--- config.mk ---
export PLATFORM = sky130hd
export DESIGN_NAME = axi_rx_command_router
export DESIGN_NICKNAME = d
export VERILOG_FILES = /design/src/rtl/axi_rx_command_router.sv
export SDC_FILE = /design/constraint.sdc
export NUM_CORES = 1
export LEC_CHECK = 0
export ABC_CLOCK_PERIOD_IN_PS = 4650
export BUFFER_PORTS_ARGS = -buffer_cell sky130_fd_sc_hd__buf_2
export CAP_MARGIN = 10
export CORE_UTILIZATION = 55
export CTS_CLUSTER_DIAMETER = 30
export CTS_CLUSTER_SIZE = 14
export DETAILED_ROUTE_END_ITERATION = 10
export PLACE_DENSITY = 0.79
export SYNTH_ARGS = -nofsm -noshare
export SYNTH_HDL_FRONTEND = slang
export SYNTH_SLANG_ARGS = --single-unit
--- constraint.sdc ---
create_clock -name axi_tclk -period 4.65 [get_ports axi_tclk]
set_clock_uncertainty 0.05 [all_clocks]
set_input_delay 0.6975 -clock axi_tclk [delete_from_list [all_inputs] [get_ports axi_tclk]]
set_output_delay 0.6975 -clock axi_tclk [all_outputs]
set_load 0.02 [all_outputs]
--- src/rtl/axi_rx_command_router.sv ---
// Command packet router: decodes opcode/ID framed packets from the RX command FIFO and
// forwards matching ones downstream with tdest = table index; drops dup/unknown/runt packets.
module axi_rx_command_router #(
  parameter int                   DATA_WIDTH  = 32,
  parameter int                   NUM_CMD     = 5,
  parameter int                   DEST_WIDTH  = 4,
  parameter logic [NUM_CMD*32-1:0] CMD_TABLE  = {32'h57574441, 32'h52524646, 32'h52524343,
                                                 32'h57574646, 32'h57574343},
  parameter int                   MAX_PAYLOAD = 256,
  parameter bit                   DUP_FILTER  = 1'b1
) (
  input  logic                    axi_tclk,
  input  logic                    axi_treset,
  input  logic                    enable_rx_decode,
  input  logic [DATA_WIDTH-1:0]   cmd_axis_tdata,
  input  logic                    cmd_axis_tvalid,
  input  logic                    cmd_axis_tlast,
  output logic                    cmd_axis_tready,
  output logic [DATA_WIDTH-1:0]   tdata,
  output logic                    tvalid,
  output logic                    tlast,
  output logic [DATA_WIDTH/8-1:0] tkeep,
  output logic [DEST_WIDTH-1:0]   tdest,
  output logic [3:0]              tid,
  output logic [31:0]             tuser,
  input  logic                    tready,
  output logic [15:0]             pkt_count,
  output logic [15:0]             drop_count,
  output logic [15:0]             trunc_count,
  output logic [31:0]             last_cmd_id
);
  localparam int CW = $clog2(MAX_PAYLOAD + 1);

  typedef enum logic [2:0] {S_IDLE, S_OPCODE, S_ID, S_PAYLOAD, S_DRAIN} state_t;

  state_t                  state_q, state_d;
  logic [31:0]             opcode_q, last_id_q;
  logic                    hit_q;
  logic [DEST_WIDTH-1:0]   idx_q;
  logic [CW-1:0]           beat_q, beat_d;
  logic [15:0]             pkt_q, drop_q, trunc_q;
  logic                    tvalid_q, tlast_q;
  logic [DATA_WIDTH-1:0]   tdata_q;
  logic [DEST_WIDTH-1:0]   tdest_q;
  logic [31:0]             tuser_q;

  logic                    acc, out_free, rdy, load, ld_last, latch_op, latch_id;
  logic                    pkt_inc, drop_inc, trunc_inc, m_hit;
  logic [DATA_WIDTH-1:0]   ld_data;
  logic [31:0]             ld_user;
  logic [DEST_WIDTH-1:0]   m_idx;

  assign acc      = cmd_axis_tvalid & rdy;
  assign out_free = !tvalid_q | tready;

  // Scan from the top so the lowest matching index wins.
  always_comb begin
    m_hit = 1'b0;
    m_idx = '0;
    for (int i = NUM_CMD - 1; i >= 0; i--) begin
      if (cmd_axis_tdata[31:0] == CMD_TABLE[32*i +: 32]) begin
        m_hit = 1'b1;
        m_idx = DEST_WIDTH'(i);
      end
    end
  end

  always_comb begin
    state_d   = state_q;
    rdy       = 1'b0;
    load      = 1'b0;
    ld_data   = cmd_axis_tdata;
    ld_last   = 1'b0;
    ld_user   = last_id_q;
    latch_op  = 1'b0;
    latch_id  = 1'b0;
    pkt_inc   = 1'b0;
    drop_inc  = 1'b0;
    trunc_inc = 1'b0;
    beat_d    = beat_q;
    case (state_q)
      S_IDLE: if (enable_rx_decode && !tvalid_q) state_d = S_OPCODE;
      S_OPCODE: begin
        rdy = 1'b1;
        if (acc) begin
          latch_op = 1'b1;
          if (cmd_axis_tlast) begin
            drop_inc = 1'b1;
            state_d  = S_IDLE;
          end else begin
            state_d  = S_ID;
          end
        end
      end
      S_ID: begin
        rdy = out_free;
        if (acc) begin
          if (!hit_q || (DUP_FILTER && cmd_axis_tdata[31:0] == last_id_q)) begin
            drop_inc = 1'b1;
            state_d  = cmd_axis_tlast ? S_IDLE : S_DRAIN;
          end else begin
            load     = 1'b1;
            ld_data  = DATA_WIDTH'(opcode_q);
            ld_last  = cmd_axis_tlast;
            ld_user  = cmd_axis_tdata[31:0];
            latch_id = 1'b1;
            pkt_inc  = 1'b1;
            beat_d   = '0;
            state_d  = cmd_axis_tlast ? S_IDLE : S_PAYLOAD;
          end
        end
      end
      S_PAYLOAD: begin
        rdy = out_free;
        if (acc) begin
          load   = 1'b1;
          beat_d = CW'(beat_q + 1'b1);
          if (cmd_axis_tlast) begin
            ld_last = 1'b1;
            state_d = S_IDLE;
          end else if (beat_q == CW'(MAX_PAYLOAD - 1)) begin
            ld_last   = 1'b1;
            trunc_inc = 1'b1;
            state_d   = S_DRAIN;
          end
        end
      end
      S_DRAIN: begin
        rdy = 1'b1;
        if (acc && cmd_axis_tlast) state_d = S_IDLE;
      end
      default: state_d = S_IDLE;
    endcase
  end

  always_ff @(posedge axi_tclk) begin
    if (axi_treset) begin
      state_q   <= S_IDLE;
      opcode_q  <= '0;
      hit_q     <= 1'b0;
      idx_q     <= '0;
      last_id_q <= '0;
      beat_q    <= '0;
      pkt_q     <= '0;
      drop_q    <= '0;
      trunc_q   <= '0;
      tvalid_q  <= 1'b0;
      tlast_q   <= 1'b0;
      tdata_q   <= '0;
      tdest_q   <= '0;
      tuser_q   <= '0;
    end else begin
      state_q <= state_d;
      beat_q  <= beat_d;
      if (latch_op) begin
        opcode_q <= cmd_axis_tdata[31:0];
        hit_q    <= m_hit;
        idx_q    <= m_idx;
      end
      if (latch_id) last_id_q <= cmd_axis_tdata[31:0];
      if (pkt_inc && pkt_q != 16'hFFFF)     pkt_q   <= pkt_q + 16'd1;
      if (drop_inc && drop_q != 16'hFFFF)   drop_q  <= drop_q + 16'd1;
      if (trunc_inc && trunc_q != 16'hFFFF) trunc_q <= trunc_q + 16'd1;
      // Single output register: only reloaded when empty or draining this cycle.
      if (load) begin
        tvalid_q <= 1'b1;
        tdata_q  <= ld_data;
        tlast_q  <= ld_last;
        tdest_q  <= idx_q;
        tuser_q  <= ld_user;
      end else if (tready) begin
        tvalid_q <= 1'b0;
      end
    end
  end

  assign cmd_axis_tready = rdy;
  assign tvalid          = tvalid_q;
  assign tdata           = tdata_q;
  assign tlast           = tlast_q;
  assign tdest           = tdest_q;
  assign tuser           = tuser_q;
  assign tkeep           = '1;
  assign tid             = '0;
  assign pkt_count       = pkt_q;
  assign drop_count      = drop_q;
  assign trunc_count     = trunc_q;
  assign last_cmd_id     = last_id_q;
endmodule
==> run metrics <==
Min-Delay Startpoint=tlast; average cell area after synthesis=8.11 µm²; standard-cell row count=45; Worst Hold Class=flip-flop to flip-flop; remaining number of nets flagged by the antenna check after routing=0; async set or reset register ratio after synthesis=0%; number of failing hold endpoints at the final stage=0; Required @ worst endpoint=4.93 ns; sequential-to-total area share from yosys stat=44.9%; run status=finished clean; antenna violations before repair=0; fmax=0.333 GHz; number of enable-type register cells in the synthesized netlist=0; Finished Cell Area=10,300 µm²; width of the die=128 µm; DP HPWL=15,100 µm; unrepaired setup endpoints after global routing=no; most common library cell in the layout ignoring fill and taps=nor2_1; most frequent cells in the layout=nor2_1, dfxtp_1, buf_2; height of the die=128 µm; die area=16,500 µm²; top fanout value on the critical path=42; PortBufs=187; core area=15,400 µm²; number of setup violations in the final report=0; Via density=5.56; Worst Max-Slew Pin Slew=0.946 ns; Clock Tree Root=clkbuf_16; vias in the first global route=7,157; total setup buffers inserted after CTS=0; Peak VDD IR=0.000275 V; Slew Limit Fails=0; Synth Register Bits=197; Critical Path Sink Type=flip-flop; clock latency on the worst-skew pair=0.44 ns; buffers from clock root to sink, at most=2; power per standard cell area=335 nW/µm²; hold_buf cts=0; TritonCTS clock tree=yes; final global-route overflow total=0; Setup crit start kind=flip-flop; first drt pass iteration count=5; number of gates resized after cts=0; CTS HTree Levels=4; largest net degree at the start of global routing=128; DRC=0; number of library cell types mapped by synthesis=61; WP data arrival=3.28 ns; sum of routed wire length over all layers=22,800 µm; P&R area growth vs syn=17.6%; r2r startpoint=state_q[1]; placed instance area=9710 µm²; WL per Instance=15.8 µm; source of the critical timing path=state_q[1]; core utilization of the finished layout=67.1%; gp weighted congestion=0.838; number of buffers created by CTS=17; dominant synthesized flop cell=dfxtp_1; setup_tns=0 ns; IO Count=197; n_diodes=0; number of DRC violations after detailed-routing iteration 0=553; instance count of the mapped netlist=1,082; maxcap violations=0; first-pass GRT wire length=36,700 µm; clock period minus worst slack=3.00 ns; worst relative slew slack=37.0%; Final period util=64.5%; Yosys warnings=0; Clk pin slew, worst setup/hold paths=0.07 ns; share of cells above drive strength 1=20.2%; initial cell density of the core=57.1%; area of the mapped netlist=8780 µm²; Crit Path Class=flip-flop to flip-flop; total number of nets in the final design=1,267; Via Count=8,048; # clock sinks=197; global-route total usage across every layer=28.3%; static leakage=4.76 nW
==> synth_stat cells, drive strengths merged (3+ instances only) <==
library cell,number,share of area [%]
buf,30,2.4
dfxtp,197,45
and3,16,1.1
nor2,283,12
nor4,85,6.6
nor4b,3,0.30
a22oi,3,0.26
nand3,22,1.3
nand2,108,4.7
clkbuf,50,2.1
a21o,3,0.26
or3,7,0.50
ha,5,0.71
nand2b,6,0.43
o21ai,15,0.90
and2,4,0.31
xnor2,19,1.9
nor3,23,1.3
xor2,50,5.1
nor2b,3,0.21
mux2i,33,3.8
nand4,15,1.1
and4,5,0.50
inv,4,0.17
a21oi,59,3.4
==> worst paths after layout <==
kind | to | slack [ns] | cells after the start
setup / recovery | tdata[26] | 1.65 | 6
hold / removal | tlast | 0.40 | 2
hold reg to reg | tlast | 0.40 | 2
setup reg to reg | tdata[26] | 1.65 | 6
==> registers in the layout, summed over array words and instances, names as in the netlist, 9 cells and up <==
name / cells
beat_q: 9
drop_count: 16
tuser: 32
tdata: 32
opcode_q: 32
last_cmd_id: 32
pkt_count: 16
trunc_count: 16
==> cell families (layout without fill, tap and decap cells) <==
logic type / Yosys count / in the layout / synth area share (%)
other: 2 / 9 / 0.0856
AO/OA/AOI/OAI: 95 / 95 / 6.54
AND/OR/NAND/NOR: 596 / 596 / 32.1
XOR/XNOR: 69 / 69 / 6.97
multiplexers: 34 / 34 / 3.89
buffers and inverters: 84 / 232 / 4.73
flip-flops: 197 / 197 / 44.9
adder cells (fa/ha/maj): 5 / 5 / 0.713
==> metal layers <==
layer	share of wire, %	GRT usage [%]
met1	45	39.2
met2	46	44.0
met3	6.8	5.30
met4	1.8	10.0
met5	0	0
==> worst max-delay path, cell delays in order (launching register included) <==
cell and delay (ns):
dfxtp_1 0.61, and2b_1 0.34, nand4_1 0.23, o21ai_4 0.77
buf_4 0.55, nor2_1 0.11, nor4_1 0.22
==> per-stage QoR <==
step / worst slack [ns] / power (mW) / cells / hold slack, ns
global placement: 1.40 / 1.97 / 1416 / 0.385
CTS: 1.68 / 3.47 / 1448 / 0.403
detailed placement: 1.30 / 1.97 / 1416 / 0.395
floorplan: 2.10 / 1.90 / 1089 / 0.387
finish: 1.65 / 3.45 / 1448 / 0.400
global route: 1.40 / 3.57 / 1448 / 0.427
==> where the power goes <==
part           switching [mW]  leakage (nW)  internal [mW]
combinational           0.147          2.88         0.0597
clock                   0.660         0.290          0.855
sequential             0.0201          1.59           1.71
total                   0.827          4.76           2.63
==> area by class of cell <==
cell class / instances / area, µm²
clock buffers: 19 / 433
clock inverters: 13 / 170
fillers: 1301 / 5050
inverters: 4 / 15.0
multi-input cells: 808 / 4470
flip-flops and latches: 197 / 3940
well taps: 211 / 264
repair buffers: 196 / 1020
(Power assumes the default switching activity.)
